**src/rtl/tod_pkg.sv**
```systemverilog
// Shared definitions for the time-of-day clock: write target codes, BCD limits
// and the packed-BCD helper functions used by the core.
package tod_pkg;

  typedef enum logic [2:0] {
    SelSec       = 3'd0,
    SelMin       = 3'd1,
    SelHour      = 3'd2,
    SelAlarmMin  = 3'd3,
    SelAlarmHour = 3'd4
  } tod_sel_e;

  localparam logic [7:0] BcdMax59 = 8'h59;
  localparam logic [7:0] BcdMax23 = 8'h23;
  localparam logic [7:0] BcdNoon  = 8'h12;

  // Increment a packed BCD value, wrapping to 00 once it reaches lim.
  function automatic logic [7:0] bcd_inc(input logic [7:0] v, input logic [7:0] lim);
    logic [7:0] r;
    if (v == lim) begin
      r = 8'h00;
    end else if (v[3:0] == 4'h9) begin
      r = {v[7:4] + 4'h1, 4'h0};
    end else begin
      r = {v[7:4], v[3:0] + 4'h1};
    end
    return r;
  endfunction

  function automatic logic bcd_valid(input logic [7:0] v, input logic [7:0] lim);
    return (v[7:4] <= 4'h9) && (v[3:0] <= 4'h9) && (v <= lim);
  endfunction

  // 24 h BCD hour to the 12 h display form.
  function automatic logic [7:0] to12h(input logic [7:0] h);
    logic [7:0] r;
    case (h)
      8'h00:   r = 8'h12;
      8'h13:   r = 8'h01;
      8'h14:   r = 8'h02;
      8'h15:   r = 8'h03;
      8'h16:   r = 8'h04;
      8'h17:   r = 8'h05;
      8'h18:   r = 8'h06;
      8'h19:   r = 8'h07;
      8'h20:   r = 8'h08;
      8'h21:   r = 8'h09;
      8'h22:   r = 8'h10;
      8'h23:   r = 8'h11;
      default: r = h;
    endcase
    return r;
  endfunction

endpackage

```
**src/rtl/tod_prescaler.sv**
```systemverilog
// One-second prescaler: counts enabled cycles and flags an advance on wrap,
// or on every enabled cycle in fast mode.
module tod_prescaler #(
  parameter int unsigned PRESCALE   = 10000000,
  parameter int unsigned PRESCALE_W = $clog2(PRESCALE)
) (
  input  logic clk,
  input  logic rst,
  input  logic en,
  input  logic fast,
  input  logic clear,
  output logic advance
);

  localparam logic [PRESCALE_W-1:0] Last = PRESCALE_W'(PRESCALE - 1);

  logic [PRESCALE_W-1:0] cnt_q, cnt_d;
  logic                  wrap;

  always_comb begin
    wrap    = en && (cnt_q == Last);
    advance = en && (wrap || fast);
    cnt_d   = cnt_q;
    if (clear) begin
      cnt_d = '0;
    end else if (wrap) begin
      cnt_d = '0;
    end else if (en) begin
      cnt_d = cnt_q + PRESCALE_W'(1);
    end
  end

  always_ff @(posedge clk) begin
    if (rst) begin
      cnt_q <= '0;
    end else begin
      cnt_q <= cnt_d;
    end
  end

endmodule

```
**src/rtl/tod_clock_core.sv**
```systemverilog
// Time-of-day clock with packed-BCD hh:mm:ss held in 24 h form, a 12/24 h
// display view, validated register writes and a sticky alarm.
module tod_clock_core
  import tod_pkg::*;
#(
  parameter int unsigned PRESCALE   = 10000000,
  parameter int unsigned PRESCALE_W = $clog2(PRESCALE)
) (
  input  logic       clk,
  input  logic       rst,
  input  logic       en,
  input  logic       fast,
  input  logic       mode24,
  input  logic       set_valid,
  input  logic [2:0] set_sel,
  input  logic [7:0] set_data,
  input  logic       alarm_en,
  input  logic       alarm_clr,
  output logic [7:0] sec,
  output logic [7:0] min,
  output logic [7:0] hour,
  output logic       pm,
  output logic       tick,
  output logic       alarm,
  output logic       set_err
);

  logic [7:0] sec_q, sec_d;
  logic [7:0] min_q, min_d;
  logic [7:0] hour_q, hour_d;
  logic [7:0] alm_min_q, alm_min_d;
  logic [7:0] alm_hour_q, alm_hour_d;
  logic       tick_q, tick_d;
  logic       alarm_q, alarm_d;
  logic       set_err_q, set_err_d;

  tod_sel_e   sel;
  logic       wr_ok;
  logic       advance;
  logic [7:0] sec_nx, min_nx, hour_nx;
  logic       match;

  assign sel = tod_sel_e'(set_sel);

  always_comb begin
    wr_ok = 1'b0;
    case (sel)
      SelSec, SelMin, SelAlarmMin: wr_ok = bcd_valid(set_data, BcdMax59);
      SelHour, SelAlarmHour:       wr_ok = bcd_valid(set_data, BcdMax23);
      default:                     wr_ok = 1'b0;
    endcase
  end

  // Any write cycle freezes the prescaler; only an accepted one restarts it.
  tod_prescaler #(
    .PRESCALE   (PRESCALE),
    .PRESCALE_W (PRESCALE_W)
  ) u_prescaler (
    .clk     (clk),
    .rst     (rst),
    .en      (en && !set_valid),
    .fast    (fast),
    .clear   (set_valid && wr_ok),
    .advance (advance)
  );

  always_comb begin
    sec_nx  = bcd_inc(sec_q, BcdMax59);
    min_nx  = (sec_q == BcdMax59) ? bcd_inc(min_q, BcdMax59) : min_q;
    hour_nx = (sec_q == BcdMax59 && min_q == BcdMax59) ? bcd_inc(hour_q, BcdMax23) : hour_q;
    match   = alarm_en && advance && (hour_nx == alm_hour_q) && (min_nx == alm_min_q) &&
              (sec_nx == 8'h00);
  end

  always_comb begin
    sec_d      = sec_q;
    min_d      = min_q;
    hour_d     = hour_q;
    alm_min_d  = alm_min_q;
    alm_hour_d = alm_hour_q;
    tick_d     = 1'b0;
    set_err_d  = 1'b0;
    alarm_d    = alarm_q;

    if (set_valid) begin
      if (wr_ok) begin
        case (sel)
          SelSec:       sec_d      = set_data;
          SelMin:       min_d      = set_data;
          SelHour:      hour_d     = set_data;
          SelAlarmMin:  alm_min_d  = set_data;
          SelAlarmHour: alm_hour_d = set_data;
          default:      ;
        endcase
      end else begin
        set_err_d = 1'b1;
      end
    end else if (advance) begin
      sec_d  = sec_nx;
      min_d  = min_nx;
      hour_d = hour_nx;
      tick_d = 1'b1;
    end

    // A match beats a simultaneous clear; disarming beats both.
    if (!alarm_en) begin
      alarm_d = 1'b0;
    end else if (match) begin
      alarm_d = 1'b1;
    end else if (alarm_clr) begin
      alarm_d = 1'b0;
    end
  end

  always_ff @(posedge clk) begin
    if (rst) begin
      sec_q      <= 8'h00;
      min_q      <= 8'h00;
      hour_q     <= 8'h00;
      alm_min_q  <= 8'h00;
      alm_hour_q <= 8'h00;
      tick_q     <= 1'b0;
      alarm_q    <= 1'b0;
      set_err_q  <= 1'b0;
    end else begin
      sec_q      <= sec_d;
      min_q      <= min_d;
      hour_q     <= hour_d;
      alm_min_q  <= alm_min_d;
      alm_hour_q <= alm_hour_d;
      tick_q     <= tick_d;
      alarm_q    <= alarm_d;
      set_err_q  <= set_err_d;
    end
  end

  assign sec     = sec_q;
  assign min     = min_q;
  assign hour    = mode24 ? hour_q : to12h(hour_q);
  assign pm      = (hour_q >= BcdNoon);
  assign tick    = tick_q;
  assign alarm   = alarm_q;
  assign set_err = set_err_q;

endmodule

```
**config.mk**
```make
export PLATFORM = sky130hd
export DESIGN_NAME = tod_clock_core
export DESIGN_NICKNAME = d
export VERILOG_FILES = /design/src/rtl/tod_pkg.sv /design/src/rtl/tod_prescaler.sv /design/src/rtl/tod_clock_core.sv
export SDC_FILE = /design/constraint.sdc
export NUM_CORES = 1
export LEC_CHECK = 0
export BUFFER_PORTS_ARGS = -buffer_cell sky130_fd_sc_hd__buf_2
export CORE_MARGIN = 2
export CORE_UTILIZATION = 29
export DETAILED_ROUTE_END_ITERATION = 6
export PLACE_DENSITY = 0.52
export SLEW_MARGIN = 20
export SYNTH_ARGS = -nofsm -noshare
export SYNTH_HDL_FRONTEND = slang
export SYNTH_SLANG_ARGS = --single-unit
export TNS_END_PERCENT = 30
```
**constraint.sdc**
```tcl
create_clock -name clk -period 4.7 [get_ports clk]
set_clock_uncertainty 0.2 [all_clocks]
set_input_delay 0.235 -clock clk [delete_from_list [all_inputs] [get_ports clk]]
set_output_delay 0.235 -clock clk [all_outputs]
set_load 0.01 [all_outputs]
```
### Word level (Yosys, flattened, before mapping)

Index checks and enable logic that the tools add are counted.

| operators by class | value |
|---|---|
| add/subtract/negate cells | 7 |
| magnitude comparators | 5 |
| equality and inequality tests | 27 |
| mux-type cells | 27 |
| bitwise operators | 2 |
| reduce and logical (&&, ||, !) cells | 30 |

Operator list:

| operator | number |
|---|---|
| 2-to-1 mux 8 bit | 21 |
| one-hot mux 8 bit (12 select lines) | 1 |
| equality test 8 x 5 -> 1 bit (second input constant) | 7 |
| equality test 8 x 6 -> 1 bit (second input constant) | 4 |
| adder 24 x 1 -> 24 bit (second input constant) | 1 |
| adder 4 x 1 -> 4 bit (second input constant) | 6 |
| equality test 24 bit (second input constant) | 1 |
| equality test 8 x 7 -> 1 bit (second input constant) | 2 |
| equality test 8 bit | 2 |
| logical NOT 8 bit | 2 |
| AND reduction 3 bit | 5 |
| equality test 4 bit (second input constant) | 3 |
| logical AND 1 bit | 12 |
| >= comparator 8 x 5 -> 1 bit (second input constant) | 1 |
| less-or-equal comparator 4 bit (second input constant) | 2 |
| less-or-equal comparator 8 x 6 -> 1 bit (second input constant) | 1 |
| less-or-equal comparator 8 x 7 -> 1 bit (second input constant) | 1 |
| != test 2 x 1 -> 1 bit (second input constant) | 4 |
| OR reduction 2 bit | 4 |
| equality test 3 x 2 -> 1 bit (second input constant) | 2 |
| OR reduction 3 bit | 2 |
| 2-to-1 mux 1 bit | 4 |
| nonzero test 2 bit | 2 |
| equality test 3 x 1 -> 1 bit (second input constant) | 1 |
| 6 further kinds | 7 |

| storage, ports and cells | value |
|---|---|
| register bits | 67 |
| input port bits | 19 |
| output and inout bits | 28 |
| logic and storage cells | 107 |

### Logic depth before layout (Yosys ltp)

| depth | value |
|---|---|
| depth after elaboration | 10 |
| depth in mapped cells | 11 |
| gate-level depth less buffers | 9 |

### Cells and area by module

From an unflattened synthesis, not the netlist that was laid out.

| second synthesis, totals | value |
|---|---|
| cells, all modules | 579 |
| area total of the unflattened synthesis | 4441.8 um^2 |

Modules (own cells, without submodules):

| module | times used | cells each | area each (um^2) | sequential area each (um^2) |
|---|---|---|---|---|
| tod_clock_core | 1 | 444 | 3285.7 | 860.8 |
| tod_prescaler | 1 | 135 | 1156.1 | 480.5 |

### Worst setup path before layout

No wires, ideal clock.

| timing | value |
|---|---|
| path type | register to register |
| from | register min_q[4], in the netlist min[4] |
| to | register alarm_q, in the netlist alarm |
| setup time | 0.059 ns |
| data arrival time | 2.145 ns |
| data required time | 4.441 ns |
| path slack | 2.297 ns |
| cell stages (with the launch flop) | 9 |
| path buffers | 0 |
| clock period less this slack | 2.403 ns |
| path through | dfxtp_1 ha_1 nand4b_1 nor4_4 a21oi_2 or3_1 a211oi_2 nand4_1 nand2_1 |

| on the way | value |
|---|---|
| word-level cells in the longest chain between the ends | 8 |
| elaborated cells between the ends (all ways) | 14 |
| those cells by class | 1 x add/sub; 3 x eq/ne; 5 x mux; 5 x reduce/logical |

Ends and longest elaborated chain:

| element | RTL line | RTL |
|---|---|---|
| start, declared | tod_clock_core.sv:29 | `logic [7:0] min_q, min_d;` |
| start signal, assigned | tod_clock_core.sv:127 | `min_q <= min_d;` |
| adder 4 x 1 -> 4 bit or equality test 8 x 7 -> 1 bit (tied branches) | tod_pkg.sv:23, tod_pkg.sv:20, tod_clock_core.sv:70 |  |
| 2-to-1 mux 8 bit or logical AND 1 bit (tied branches) | tod_pkg.sv:22, tod_clock_core.sv:70 |  |
| 2-to-1 mux 8 bit, on equally long branches | tod_pkg.sv:20, tod_clock_core.sv:70 |  |
| 2-to-1 mux 8 bit or equality test 8 bit (tied branches) | tod_clock_core.sv:69, tod_clock_core.sv:71 |  |
| equality test 8 bit or logical AND 1 bit (tied branches) | tod_clock_core.sv:71 | `match = alarm_en && advance && (hour_nx == alm_hour_q) && (min_nx == alm_min_q) &&` |
| logical AND 1 bit (*) (2 in a row) | tod_clock_core.sv:71 |  |
| 2-to-1 mux 1 bit or nonzero test 2 bit (tied branches) | n/a |  |
| end signal, assigned | tod_clock_core.sv:132 | `alarm_q <= alarm_d;` |
| end, declared | tod_clock_core.sv:34 | `logic alarm_q, alarm_d;` |

Mark *: on every way between the ends. The rest lies on a longest branch, timed or not.
A chain may end at the register's enable or synchronous reset.

### Final worst setup path

| timing | value |
|---|---|
| from | register sec_q[0], in the netlist sec[0] |
| to | register alarm_q, in the netlist alarm |

| on the way | value |
|---|---|
| word-level cells in the longest chain between the ends | 8 |
| elaborated cells between the ends (all ways) | 16 |
| those cells by class | 1 x add/sub; 4 x eq/ne; 5 x mux; 6 x reduce/logical |

Ends and longest elaborated chain:

| element | RTL line | RTL |
|---|---|---|
| start, declared | tod_clock_core.sv:28 | `logic [7:0] sec_q, sec_d;` |
| start signal, assigned | tod_clock_core.sv:117 | `sec_q <= 8'h00;` |
| start signal, assigned | tod_clock_core.sv:126 | `sec_q <= sec_d;` |
| branches (longest 6 deep; another with adder 4 x 1 -> 4 bit) | n/a |  |
| logical AND 1 bit (*) | tod_clock_core.sv:71 |  |
| 2-to-1 mux 1 bit or nonzero test 2 bit (tied branches) | n/a |  |

Every way passes the cells marked *.

==> results.yml <==
cts:
  clockRootBuffer: "clkbuf_16"
  clock_latency_ps: 340
  cts_sinks: 67
  cts_htree_levels: 3
  post_cts_buffers: 0
  cts_tree: "done"
  clkTransAtPathRegs_ps: 70
  cts_resized: 0
  hold_buffers: 2
  cts_made_buffers: 9
  clockBufferDepth: 2
synthesis:
  synthArstFlopShare_pct: 0
  syn_inst: 568
  syn-num-nets: 600
  synth_top_area_share_pct: 29.84
  synth.avg_cell_area_um2: 7.915
  synth_area_leaders: "dfxtp_1, nor2_1, mux2i_1, a21oi_1, nand2_1"
  synth_top_area_cell: "dfxtp_1"
  synth_cell_types: 74
  synth_area_mm2: 0.004496
  synth_edf_count: 0
  ys_ff_latch: 67
  seq_area_frac_synth_pct: 29.84
  ys.flop_type: "dfxtp_1"
  yosys_warnings: 0
timing:
  max_freq_ghz: 0.3262
  fin_tns_setup_ps: 0
  worst_pin_slew_ps: 918.0
  finalHoldViolCount: 0
  fin_ws_ps: 1634
  maxSlewViolCount: 0
  min_period_ps: 3066
  final.period_utilization_pct: 65.23
  slew_headroom_pct: 38.80
  rsz0062_at_grt: "no"
  setup_viol: 0
route:
  vias: 4289
  postRouteAntennaNets: 0
  drc_errors: 0
  first_iter_violations: 280
  wl_per_cell_um: 16.70
  drtPass1Iterations: 5
  routed_wl_um: 13130
  viasPerCell: 5.457
global_route:
  grt.total_usage_pct: 16.36
  grt_pass1_vias: 4001
  grt_first_pass_wirelength_um: 21560
  gr-total-overflow: 0
  grt_max_degree: 46
  antenna_found_initial: 0
finish:
  final_util_pct: 33.78
  layout_commonest_cell: "nor2_1"
  diodes: 0
  fill_cells: 1612
  area_delta_synth_final_pct: 14.22
  layout_common_cells: "nor2_1, dfxtp_1, nand2_1, buf_2, a21oi_1"
  drive_above_1_share_pct: 13.71
  final_nets: 625
die:
  start_util_pct: 29.57
  die_height_um: 128.5
  die_width_um: 128.5
  io_pins: 47
  rows: 45
  die_area_mm2: 0.01651
  core_mm2: 0.01520
min_path:
  min-delay-start: "alarm_en"
  hold_path.class: "input port to register"
  holdPathStages: 3
  worstHoldEndpoint: "alarm$_SDFFE_PP0P_"
critical_path:
  r2r_slack_ps: 1630
  crit_arrival_ps: 3160
  path_max_fanout: 17
  regToRegEndpoint: "alarm$_SDFFE_PP0P_"
  crit_type: "register to register"
  end_kind: "register"
  rr_startpoint: "sec[0]$_SDFFE_PP0P_"
  start_kind: "register"
  required_ps: 4790
  reg2regPathDepth: 8
placed_design:
  place_ws_ps: 1649
  port_buffers: 46
  dp_hpwl_um: 9548
  gp_congestion: 0.8884
flow_run:
  drv_cap: 0
pwr:
  ir_worst_vdd_uv: 169.2
  power_density_mw_per_mm2: 279.9
  p_leak_nw: 2.161
run_status:
  status: "completed"
kinds of logic (layout without fill, tap and decap cells):
kind of cell | after synthesis | count (layout) | synth area share [%]
AND/OR/NAND/NOR | 256 | 256 | 31.48
AO/OA/AOI/OAI | 126 | 126 | 18.90
flip-flops | 67 | 67 | 29.84
buffers and inverters | 52 | 82 | 5.065
XOR/XNOR | 33 | 33 | 6.429
multiplexers | 21 | 21 | 4.676
adder cells (fa/ha/maj) | 13 | 13 | 3.618
power breakdown:
part | internal (W) | leakage (nW) | switching, W
combinational | 0.0000513 | 1.47 | 0.0000855
sequential | 0.000577 | 0.541 | 0.0000172
clock | 0.000430 | 0.146 | 0.000277
metrics by stage:
stage / hold slack [ps] / instance area [µm²] / total power [W] / cells
after floorplan: 178.9 / 4496 / 0.0006912 / 568
after global placement: 281.6 / 4801 / 0.0007388 / 768
after detailed placement: 296.3 / 4801 / 0.0007396 / 768
after CTS: 24.69 / 5131 / 0.001450 / 786
after global routing: 56.66 / 5135 / 0.001497 / 786
final: 32.92 / 5135 / 0.001437 / 786
final cells by class:
| cell class | instances | area [µm²] | share of cell area, % |
|---|---|---|---|
| multi-input combinational | 449 | 2930 | 57.07 |
| sequential | 67 | 1341 | 26.12 |
| timing repair buffer | 48 | 250.2 | 4.873 |
| clock buffer | 10 | 239.0 | 4.654 |
| tap | 188 | 235.2 | 4.581 |
| clock inverter | 6 | 71.32 | 1.389 |
| inverter | 18 | 67.56 | 1.316 |
state kept, by name, summed over array words and instances (netlist names):
name / count
u_prescaler.cnt_q: 24
alm_hour_q: 8
alm_min_q: 8
hour_q: 8
min: 8
sec: 8
alarm: 1
set_err: 1
tick: 1
worst max path at each step:
stage | end | slack, ps | startpoint
final | alarm$_SDFFE_PP0P_ | 1630 | sec[0]$_SDFFE_PP0P_
after global routing | alarm$_SDFFE_PP0P_ | 1340 | sec[0]$_SDFFE_PP0P_
after CTS | alarm$_SDFFE_PP0P_ | 1650 | sec[0]$_SDFFE_PP0P_
after detailed placement | alarm$_SDFFE_PP0P_ | 1650 | sec[0]$_SDFFE_PP0P_
after global placement | alarm$_SDFFE_PP0P_ | 1630 | sec[0]$_SDFFE_PP0P_
after floorplan | alarm$_SDFFE_PP0P_ | 2300 | min[4]$_SDFFE_PP0P_
critical path: stages, from the launching register on:
cell	delay, ps
dfxtp_1	450
ha_1	280
and3b_1	580
nand3_2	340
nor4_1	430
nor2_1	120
nor4_1	280
nand4_1	210
nand2_1	110
Yosys cell counts (all sizes together) (9+ instances only):
cell and number:
xor2 19, clkbuf 18, nor3 11, nand4 11
nand3 22, and3 9, nand2b 11, dfxtp 67
xnor2 14, ha 13, buf 16, o21ai 29
a21oi 38, mux2i 21, inv 18, nand2 49
nor2 78
layer usage:
| metal | up-vias | routed length, µm | global-route usage [%] |
|---|---|---|---|
| met4 | 0 | 163 | 4.412 |
| met2 | 133 | 5663 | 24.84 |
| met5 | - | 0 | 0 |
| met1 | 2050 | 6383 | 23.49 |
| met3 | 13 | 914 | 3.451 |
| li1 | 2093 | - | - |
No activity file was read; power rests on OpenSTA's default activity.
